$ cat config.mk
export PLATFORM = sky130hd
export DESIGN_NAME = rhs_frame_packer_flat
export DESIGN_NICKNAME = d
export VERILOG_FILES = /design/src/rtl/rhs_pkg.sv /design/src/rtl/rhs_frame_packer_if.sv /design/src/rtl/rhs_sync_fifo.sv /design/src/rtl/rhs_frame_packer.sv /design/src/flat_wrapper.sv
export SDC_FILE = /design/constraint.sdc
export NUM_CORES = 2
export LEC_CHECK = 0
export CAP_MARGIN = 20
export CORE_MARGIN = 10
export CORE_UTILIZATION = 47
export DETAILED_ROUTE_END_ITERATION = 8
export SETUP_SLACK_MARGIN = 0.1
export SLEW_MARGIN = 20
export SYNTH_ARGS = -nofsm -noshare
export SYNTH_HDL_FRONTEND = slang
export SYNTH_MEMORY_MAX_BITS = 65536
export SYNTH_SLANG_ARGS = --single-unit
$ cat constraint.sdc
create_clock -name aclk -period 12.5 [get_ports aclk]
set_clock_uncertainty 0.15 [all_clocks]
set_input_delay 3.125 -clock aclk [delete_from_list [all_inputs] [get_ports aclk]]
set_output_delay 3.125 -clock aclk [all_outputs]
set_load 0.02 [all_outputs]
$ cat src/rtl/rhs_pkg.sv
// -----------------------------------------------------------------------------
// rhs_pkg
// Shared types and constants for the RHS frame packer.
//   RHS_NUM_CH    default number of channel words per sample frame
//   RHS_MAGIC     64-bit frame header; the low word goes out first
//   pk_state_t    output framing FSM states
//   fifo_word_t   FIFO entry: channel word plus end-of-packet marker
//   eff_batch_len frames-per-packet with 0 promoted to 1
// -----------------------------------------------------------------------------
package rhs_pkg;

  localparam int          RHS_NUM_CH = 32;
  localparam logic [63:0] RHS_MAGIC  = 64'hD7A2_2AAA_3813_2A53;

  typedef enum logic [1:0] {
    IDLE,
    HDR0,
    HDR1,
    DATA
  } pk_state_t;

  typedef struct packed {
    logic        last;
    logic [31:0] data;
  } fifo_word_t;

  function automatic logic [7:0] eff_batch_len(input logic [7:0] len);
    return (len == 8'd0) ? 8'd1 : len;
  endfunction

endpackage

$ cat src/rtl/rhs_frame_packer_if.sv
// -----------------------------------------------------------------------------
// rhs_frame_packer_if
// Bundles the sample-word input (from the SPI/stim controller) and the
// AXI4-Stream output of the frame packer.
//   s_valid/s_sof/s_data                      channel words, no backpressure
//   m_axis_tdata/tvalid/tready/tlast          framed packet stream
// Modports:
//   master  the packer side (consumes samples, drives the stream)
//   slave   the environment side (drives samples, sinks the stream)
// -----------------------------------------------------------------------------
interface rhs_frame_packer_if;

  logic        s_valid;
  logic        s_sof;
  logic [31:0] s_data;

  logic [31:0] m_axis_tdata;
  logic        m_axis_tvalid;
  logic        m_axis_tready;
  logic        m_axis_tlast;

  modport master (
    input  s_valid, s_sof, s_data, m_axis_tready,
    output m_axis_tdata, m_axis_tvalid, m_axis_tlast
  );

  modport slave (
    output s_valid, s_sof, s_data, m_axis_tready,
    input  m_axis_tdata, m_axis_tvalid, m_axis_tlast
  );

endinterface

$ cat src/rtl/rhs_sync_fifo.sv
// -----------------------------------------------------------------------------
// rhs_sync_fifo
// Single-clock first-word-fall-through FIFO of fifo_word_t entries.
//   clk, rst     clock and synchronous active-high reset (flushes the FIFO)
//   push_i       write wr_data_i this cycle
//   pop_i        consume the head entry this cycle
//   rd_data_o    head entry, valid whenever empty_o is low
//   count_o      number of stored entries (0..DEPTH)
//   empty_o      no entries stored
// The user guarantees no push when full and no pop when empty; push and pop
// in the same cycle are both applied to the count.
// -----------------------------------------------------------------------------
module rhs_sync_fifo
  import rhs_pkg::*;
#(
  parameter int DEPTH = 128
) (
  input  logic                     clk,
  input  logic                     rst,
  input  logic                     push_i,
  input  fifo_word_t               wr_data_i,
  input  logic                     pop_i,
  output fifo_word_t               rd_data_o,
  output logic [$clog2(DEPTH):0]   count_o,
  output logic                     empty_o
);

  localparam int AW = $clog2(DEPTH);
  localparam int CW = AW + 1;

  fifo_word_t    mem_q [DEPTH];
  logic [AW-1:0] wr_ptr_q;
  logic [AW-1:0] rd_ptr_q;
  logic [CW-1:0] count_q;

  // NOTE: sequential state is always assigned with <= so every flop samples
  // the pre-edge value of every other flop, independent of statement order.
  always_ff @(posedge clk) begin
    if (rst) begin
      wr_ptr_q <= '0;
      rd_ptr_q <= '0;
      count_q  <= '0;
    end else begin
      if (push_i) wr_ptr_q <= wr_ptr_q + AW'(1);
      if (pop_i)  rd_ptr_q <= rd_ptr_q + AW'(1);
      count_q <= count_q + CW'(push_i) - CW'(pop_i);
    end
  end

  // NOTE: the storage array is deliberately left out of reset; the pointers
  // and count define which entries are meaningful, and a resettable array
  // would prevent mapping onto RAM.
  always_ff @(posedge clk) begin
    if (push_i) mem_q[wr_ptr_q] <= wr_data_i;
  end

  assign rd_data_o = mem_q[rd_ptr_q];
  assign count_o   = count_q;
  assign empty_o   = (count_q == '0);

endmodule

$ cat src/rtl/rhs_frame_packer.sv
// -----------------------------------------------------------------------------
// rhs_frame_packer
// Buffers per-sample channel words and frames them into AXI4-Stream packets:
// each frame is MAGIC[31:0], MAGIC[63:32], then NUM_CH channel words; a
// packet is batch_len frames with tlast on its final word.
//   aclk, areset    clock, synchronous active-high reset
//   enable          allows a new packet to open at the next frame start
//   batch_len       frames per packet, latched when a packet opens (0 -> 1)
//   clr_status      pulse clearing overflow, frame_err and frames_dropped
//   bus             sample input and AXI4-Stream output (master modport)
//   overflow        sticky: a frame was dropped for lack of FIFO space
//   frame_err       sticky: s_sof seen in the middle of a frame
//   frames_dropped  saturating dropped-frame count
//   busy            packet open, FIFO not empty, or output FSM active
// -----------------------------------------------------------------------------
module rhs_frame_packer
  import rhs_pkg::*;
#(
  parameter int          NUM_CH     = RHS_NUM_CH,
  parameter int          FIFO_DEPTH = 128,
  parameter logic [63:0] MAGIC      = RHS_MAGIC
) (
  input  logic                aclk,
  input  logic                areset,
  input  logic                enable,
  input  logic [7:0]          batch_len,
  input  logic                clr_status,
  rhs_frame_packer_if.master  bus,
  output logic                overflow,
  output logic                frame_err,
  output logic [15:0]         frames_dropped,
  output logic                busy
);

  localparam int              CW          = $clog2(FIFO_DEPTH) + 1;
  localparam int              WW          = $clog2(NUM_CH);
  localparam logic [WW-1:0]   LAST_WORD   = WW'(NUM_CH - 1);
  localparam logic [CW-1:0]   FRAME_WORDS = CW'(NUM_CH);
  localparam logic [CW-1:0]   DEPTH_W     = CW'(FIFO_DEPTH);

  // ---------------------------------------------------------------- FIFO
  logic          fifo_push;
  logic          fifo_pop;
  fifo_word_t    fifo_wr;
  fifo_word_t    fifo_rd;
  logic [CW-1:0] fifo_count;
  logic          fifo_empty;
  logic [CW-1:0] fifo_free;
  logic          frame_ready;

  rhs_sync_fifo #(
    .DEPTH (FIFO_DEPTH)
  ) u_fifo (
    .clk       (aclk),
    .rst       (areset),
    .push_i    (fifo_push),
    .wr_data_i (fifo_wr),
    .pop_i     (fifo_pop),
    .rd_data_o (fifo_rd),
    .count_o   (fifo_count),
    .empty_o   (fifo_empty)
  );

  assign fifo_free   = DEPTH_W - fifo_count;
  // A whole frame must be buffered before its header goes out, so the data
  // words behind the header never stall on an empty FIFO.
  assign frame_ready = (fifo_count >= FRAME_WORDS);

  // ---------------------------------------------------------- input side
  logic [WW-1:0] in_word_cnt_q,  in_word_cnt_d;
  logic [7:0]    in_frame_cnt_q, in_frame_cnt_d;
  logic          pkt_open_q,     pkt_open_d;
  logic [7:0]    pkt_len_q,      pkt_len_d;
  logic          keep_q,         keep_d;   // current frame is being stored
  logic          overflow_q;
  logic          frame_err_q;
  logic [15:0]   dropped_q;
  logic          drop_evt;
  logic          mid_sof;
  logic          push_last;

  assign mid_sof   = bus.s_valid && bus.s_sof && (in_word_cnt_q != '0);
  assign push_last = (in_word_cnt_q == LAST_WORD) &&
                     (in_frame_cnt_q == pkt_len_q - 8'd1);
  assign fifo_wr   = '{last: push_last, data: bus.s_data};

  // NOTE: every signal driven here gets a default first, so no path leaves a
  // value unassigned and no latch is inferred.
  always_comb begin
    in_word_cnt_d  = in_word_cnt_q;
    in_frame_cnt_d = in_frame_cnt_q;
    pkt_open_d     = pkt_open_q;
    pkt_len_d      = pkt_len_q;
    keep_d         = keep_q;
    fifo_push      = 1'b0;
    drop_evt       = 1'b0;

    if (bus.s_valid) begin
      if (in_word_cnt_q == '0) begin
        // Between frames only a frame start is meaningful; stray words drop.
        if (bus.s_sof) begin
          in_word_cnt_d = WW'(1);
          keep_d        = 1'b0;
          if (pkt_open_q || enable) begin
            if (!pkt_open_q) begin
              pkt_open_d = 1'b1;
              pkt_len_d  = eff_batch_len(batch_len);
            end
            // Space for the whole frame is reserved up front, so once a frame
            // is accepted none of its words can be lost.
            if (fifo_free < FRAME_WORDS) begin
              drop_evt = 1'b1;
            end else begin
              keep_d    = 1'b1;
              fifo_push = 1'b1;
            end
          end
        end
      end else begin
        // A mid-frame s_sof is flagged elsewhere and otherwise treated as data.
        fifo_push     = keep_q;
        in_word_cnt_d = (in_word_cnt_q == LAST_WORD) ? '0 : in_word_cnt_q + WW'(1);
        if (keep_q && (in_word_cnt_q == LAST_WORD)) begin
          if (push_last) begin
            pkt_open_d     = 1'b0;
            in_frame_cnt_d = '0;
          end else begin
            in_frame_cnt_d = in_frame_cnt_q + 8'd1;
          end
        end
      end
    end
  end

  always_ff @(posedge aclk) begin
    if (areset) begin
      in_word_cnt_q  <= '0;
      in_frame_cnt_q <= '0;
      pkt_open_q     <= 1'b0;
      pkt_len_q      <= 8'd1;
      keep_q         <= 1'b0;
      overflow_q     <= 1'b0;
      frame_err_q    <= 1'b0;
      dropped_q      <= '0;
    end else begin
      in_word_cnt_q  <= in_word_cnt_d;
      in_frame_cnt_q <= in_frame_cnt_d;
      pkt_open_q     <= pkt_open_d;
      pkt_len_q      <= pkt_len_d;
      keep_q         <= keep_d;

      // A new event in the same cycle as clr_status takes precedence.
      if (drop_evt) begin
        overflow_q <= 1'b1;
        if (clr_status)                dropped_q <= 16'd1;
        else if (dropped_q != 16'hFFFF) dropped_q <= dropped_q + 16'd1;
      end else if (clr_status) begin
        overflow_q <= 1'b0;
        dropped_q  <= '0;
      end

      if (mid_sof)         frame_err_q <= 1'b1;
      else if (clr_status) frame_err_q <= 1'b0;
    end
  end

  // ---------------------------------------------------------- output side
  pk_state_t     state_q;
  logic [WW-1:0] data_cnt_q;   // index of the data word currently presented
  logic [31:0]   tdata_q;
  logic          tvalid_q;
  logic          tlast_q;
  logic          hs;

  assign hs = tvalid_q && bus.m_axis_tready;

  // The head word is moved into the output register on the handshake of the
  // previous beat: after HDR1, and after every data word except the last.
  assign fifo_pop = hs && ((state_q == HDR1) ||
                           ((state_q == DATA) && (data_cnt_q != LAST_WORD)));

  always_ff @(posedge aclk) begin
    if (areset) begin
      state_q    <= IDLE;
      data_cnt_q <= '0;
      tdata_q    <= '0;
      tvalid_q   <= 1'b0;
      tlast_q    <= 1'b0;
    end else begin
      case (state_q)
        IDLE: begin
          if (frame_ready) begin
            state_q  <= HDR0;
            tvalid_q <= 1'b1;
            tdata_q  <= MAGIC[31:0];
            tlast_q  <= 1'b0;
          end
        end
        HDR0: begin
          if (hs) begin
            state_q <= HDR1;
            tdata_q <= MAGIC[63:32];
          end
        end
        HDR1: begin
          if (hs) begin
            state_q    <= DATA;
            data_cnt_q <= '0;
            tdata_q    <= fifo_rd.data;
            tlast_q    <= fifo_rd.last;
          end
        end
        DATA: begin
          if (hs) begin
            if (data_cnt_q != LAST_WORD) begin
              data_cnt_q <= data_cnt_q + WW'(1);
              tdata_q    <= fifo_rd.data;
              tlast_q    <= fifo_rd.last;
            end else if (!tlast_q && frame_ready) begin
              // Next frame of the same packet already buffered: no bubble.
              state_q <= HDR0;
              tdata_q <= MAGIC[31:0];
              tlast_q <= 1'b0;
            end else begin
              state_q  <= IDLE;
              tvalid_q <= 1'b0;
              tlast_q  <= 1'b0;
            end
          end
        end
        default: begin
          state_q  <= IDLE;
          tvalid_q <= 1'b0;
          tlast_q  <= 1'b0;
        end
      endcase
    end
  end

  assign bus.m_axis_tdata  = tdata_q;
  assign bus.m_axis_tvalid = tvalid_q;
  assign bus.m_axis_tlast  = tlast_q;

  assign overflow       = overflow_q;
  assign frame_err      = frame_err_q;
  assign frames_dropped = dropped_q;
  assign busy           = pkt_open_q || !fifo_empty || (state_q != IDLE);

endmodule
$ cat src/flat_wrapper.sv
// flat-port wrapper written by rule: the top's interface ports become plain ports
module rhs_frame_packer_flat import rhs_pkg::*;
#(
  parameter int          NUM_CH     = RHS_NUM_CH,
  parameter int          FIFO_DEPTH = 128,
  parameter logic [63:0] MAGIC      = RHS_MAGIC
)
  (aclk, areset, enable, batch_len, clr_status, overflow, frame_err, frames_dropped, busy, bus_s_valid, bus_s_sof, bus_s_data, bus_m_axis_tready, bus_m_axis_tdata, bus_m_axis_tvalid, bus_m_axis_tlast);
  rhs_frame_packer_if bus_i ();
  input  logic aclk;
  input  logic areset;
  input  logic enable;
  input  logic [7:0] batch_len;
  input  logic clr_status;
  output logic overflow;
  output logic frame_err;
  output logic [15:0] frames_dropped;
  output logic busy;
  input wire logic [$bits(bus_i.s_valid)-1:0] bus_s_valid;
  input wire logic [$bits(bus_i.s_sof)-1:0] bus_s_sof;
  input wire logic [$bits(bus_i.s_data)-1:0] bus_s_data;
  input wire logic [$bits(bus_i.m_axis_tready)-1:0] bus_m_axis_tready;
  output wire logic [$bits(bus_i.m_axis_tdata)-1:0] bus_m_axis_tdata;
  output wire logic [$bits(bus_i.m_axis_tvalid)-1:0] bus_m_axis_tvalid;
  output wire logic [$bits(bus_i.m_axis_tlast)-1:0] bus_m_axis_tlast;
  assign bus_i.s_valid = bus_s_valid;
  assign bus_i.s_sof = bus_s_sof;
  assign bus_i.s_data = bus_s_data;
  assign bus_i.m_axis_tready = bus_m_axis_tready;
  assign bus_m_axis_tdata = bus_i.m_axis_tdata;
  assign bus_m_axis_tvalid = bus_i.m_axis_tvalid;
  assign bus_m_axis_tlast = bus_i.m_axis_tlast;
  rhs_frame_packer #(.NUM_CH(NUM_CH), .FIFO_DEPTH(FIFO_DEPTH), .MAGIC(MAGIC)) u_core (.aclk(aclk), .areset(areset), .enable(enable), .batch_len(batch_len), .clr_status(clr_status), .bus(bus_i), .overflow(overflow), .frame_err(frame_err), .frames_dropped(frames_dropped), .busy(busy));
endmodule
==> impl_metrics.csv <==
group,metric,value,unit
run_status,status,"finished with violations",
run_status,violations,"DRC",
clocking,ctsHoldBuffers,0,
global_route,busiest_layer,"met2",
timing,period_share,55.2,%
logic_synthesis,yosysWarnings,0,
logic_synthesis,ys_async_sr_fraction,0,%
logic_synthesis,ys_top_cells_by_area,"edfxtp_1, mux4_2, dfxtp_1, mux2i_1, nor2_1",
global_route,met1_usage,34.4,%
clocking,cts.sinks,4335,
pwr,power_density,162,nW/um^2
timing,worst_pin_slew,1.20,ns
worst_setup_path,arrival,7.32,ns
hold_path,min_to,"u_core.overflow",
global_route,grt_antenna_before_repair,63,
timing,max_freq,145,MHz
logic_synthesis,synth_cell_types,75,
hold_path,hold_path_class,"reg2reg",
layout,syn2layout_area_growth,13.9,%
worst_setup_path,crit_fanout,33,
logic_synthesis,syn_inst,7078,
clocking,root_buffer,"clkbuf_16",
clocking,insertion_delay,1.00,ns
worst_setup_path,r2r_setup_slack,7.11,ns
floorplanning,ioPinCount,100,
worst_setup_path,cp-start-kind,"input port",
layout,fill_cells,26500,
floorplanning,die-area,378000,sq um
logic_synthesis,syn_nets,7156,
global_route,grtUsageMet3,4.69,%
placed_design,numPortBuffers,99,
global_route,grtUsageMet2,38.5,%
route,dr_total_vias,79700,
layout,nets,7582,
route,drc,2,
clocking,post_cts_buffers,0,
floorplanning,die_h,615,um
pwr,p_leak,0.0566,uW
worst_setup_path,worstPathRequired,12.92,ns
global_route,overflow,0,
logic_synthesis,synth_area_per_cell,23.5,sq um
route,drt-vias-per-instance,6.32,
worst_setup_path,path_class,"in2reg",
worst_setup_path,ff2ff_path_depth,8,
hold_path,hold_start,"u_core.overflow",
timing,final-setup-viol-count,0,
clocking,cts_tree,"done",
floorplanning,num_rows,218,
placed_design,pre_cts_ws,4.61,ns
timing,relSlewSlack,19.6,%
pwr,ir_drop,0.123,mV
worst_setup_path,worstReg2RegEnd,"u_core.bus.m_axis_tdata[16]",
floorplanning,initial_core_util,47.2,%
logic_synthesis,ys.flop_type,"edfxtp_1",
timing,post-route-min-period,6.90,ns
logic_synthesis,synth_top_area_cell,"edfxtp_1",
layout,drive_above_1_share,29.3,%
route,first_pass_iters,9,
global_route,grt_max_degree,131,
job,max_cap_viol_count,0,
global_route,grt_pass1_wl,649000,um
clocking,cts.repair.resized,0,
global_route,track_usage,24.4,%
logic_synthesis,synth_edf_count,4224,
hold_path,worstHoldPathCells,2,
floorplanning,core_area,352000,sq um
clocking,clock_path_buffers,4,
global_route,grt_pass1_vias,77700,
timing,tns,0,ns
floorplanning,die_w,615,um
timing,worst_slack,5.60,ns
logic_synthesis,ys_seq_elements,4335,
timing,hold_viol,0,
clocking,cts_made_buffers,434,
logic_synthesis,ys_seq_area_share,77.7,%
worst_setup_path,cp-end-kind,"flip-flop",
route,antenna_left,0,
placed_design,gp_congestion,0.914,
timing,rsz0062_at_grt,"false",
timing,slew_viol_final,0,
route,first_iter_violations,12600,
logic_synthesis,netlist_area,166000,sq um
logic_synthesis,synth_top_area_share,76.3,%
clocking,cts_max_level,5,
clocking,clk_pin_slew,0.06,ns
placed_design,dp_hpwl,292000,um
route,detail_route.wl_per_cell,37.5,um
route,wirelength,473000,um
## worst max path at each step
stage	startpoint	endpoint	cells past startpoint
floorplan	u_core.pkt_len_q[0]	u_core.u_fifo.mem_q[0][32]	8
global placement	bus_s_valid	u_core.u_fifo.mem_q[67][16]	8
detailed placement	bus_s_valid	u_core.u_fifo.mem_q[75][23]	8
CTS	bus_s_valid	u_core.u_fifo.mem_q[75][16]	8
global route	bus_s_valid	u_core.u_fifo.mem_q[19][21]	8
finish	bus_s_valid	u_core.u_fifo.mem_q[107][0]	8
## critical path: stages
cell	delay, ns
clkdlybuf4s50_1	0.69
o2111ai_1	0.28
o21ai_2	0.20
buf_4	0.29
nor2b_1	0.59
nand3_2	0.56
buf_4	0.56
nor2_4	0.93
## registers in the layout (all words and copies together), names as in the netlist, named ones only
| name | flops |
|---|---|
| u_core.u_fifo.mem_q | 4224 |
| u_core.bus.m_axis_tdata | 32 |
| u_core.frames_dropped | 16 |
| u_core.in_frame_cnt_q | 8 |
| u_core.pkt_len_q | 8 |
| u_core.u_fifo.count_o | 8 |
| u_core.u_fifo.rd_ptr_q | 7 |
| u_core.u_fifo.wr_ptr_q | 7 |
| u_core.data_cnt_q | 5 |
| u_core.in_word_cnt_q | 5 |
| u_core.state_q | 2 |
| u_core.bus.m_axis_tlast | 1 |
| u_core.bus.m_axis_tvalid | 1 |
| u_core.frame_err | 1 |
| u_core.keep_q | 1 |
| u_core.overflow | 1 |
| u_core.pkt_open_q | 1 |
## logic make-up (layout without fill, tap and decap cells)
logic type | Yosys count | after routing | share of synthesized area (%)
compound gates | 343 | 343 | 1.43
other cells | 0 | 15 | 0
simple gates | 540 | 540 | 1.52
buf+inv | 389 | 1180 | 1.29
xor+xnor | 50 | 50 | 0.263
flops | 4335 | 4335 | 77.7
fa+ha+maj | 31 | 31 | 0.238
mux | 1390 | 1390 | 17.6
## metal layers
metal,routed length [um],vias up
met5,71,-
met4,20900,10
met3,45200,752
met1,183000,43200
li1,-,31300
met2,224000,4408
## synthesized netlist by cell type, types with 47 or more instances
library cell / number
buf_4: 54
o21ai_0: 59
mux2i_1: 122
buf_2: 104
clkbuf_1: 121
edfxtp_1: 4224
nand2_1: 100
nor2_1: 252
dfxtp_1: 111
o22ai_1: 47
mux4_2: 1223
## final cells by class
| class | count | area (sq um) | share of cell area, % |
|---|---|---|---|
| sequential | 4335 | 129000 | 68.2 |
| multi-input combinational | 2354 | 36100 | 19.1 |
| timing repair buffer | 349 | 4260 | 2.25 |
| clock inverter | 268 | 2430 | 1.29 |
| tap | 4730 | 5920 | 3.13 |
| antenna | 15 | 37.5 | 0.0198 |
| inverter | 30 | 116 | 0.0615 |
| clock buffer | 533 | 11400 | 6.00 |
## where the power goes
| part | internal (uW) | total, uW | switching [uW] |
|---|---|---|---|
| sequential | 16000 | 16100 | 107 |
| combinational | 596 | 1770 | 1170 |
| clock | 7280 | 12700 | 5460 |
| total | 23900 | 30600 | 6740 |
## metrics by stage
step	power [uW]	instances	instance area (sq um)	hold slack (ns)	util [%]
after global routing	31500	12600	189000	0.345	53.7
after floorplan	17200	7078	166000	0.307	-
after global placement	18100	11700	174000	0.298	49.2
after detailed placement	18200	11700	174000	0.308	49.3
final	30600	12600	189000	0.311	53.7
after CTS	30800	12500	188000	0.316	53.2
## cell usage in the layout, fill, tap and decap left out, drive strengths merged, types with 41 or more instances in the layout
master            n
edfxtp         4224
mux4           1223
clkbuf          533
buf             283
nor2            252
clkinv          198
mux2i           122
dfxtp           111
nand2           100
clkdlybuf4s50    66
o21ai            63
o22ai            47
inv              47
mux2             45
bufinv           41
a21oi            41
Power figures use the tool's default switching activity.
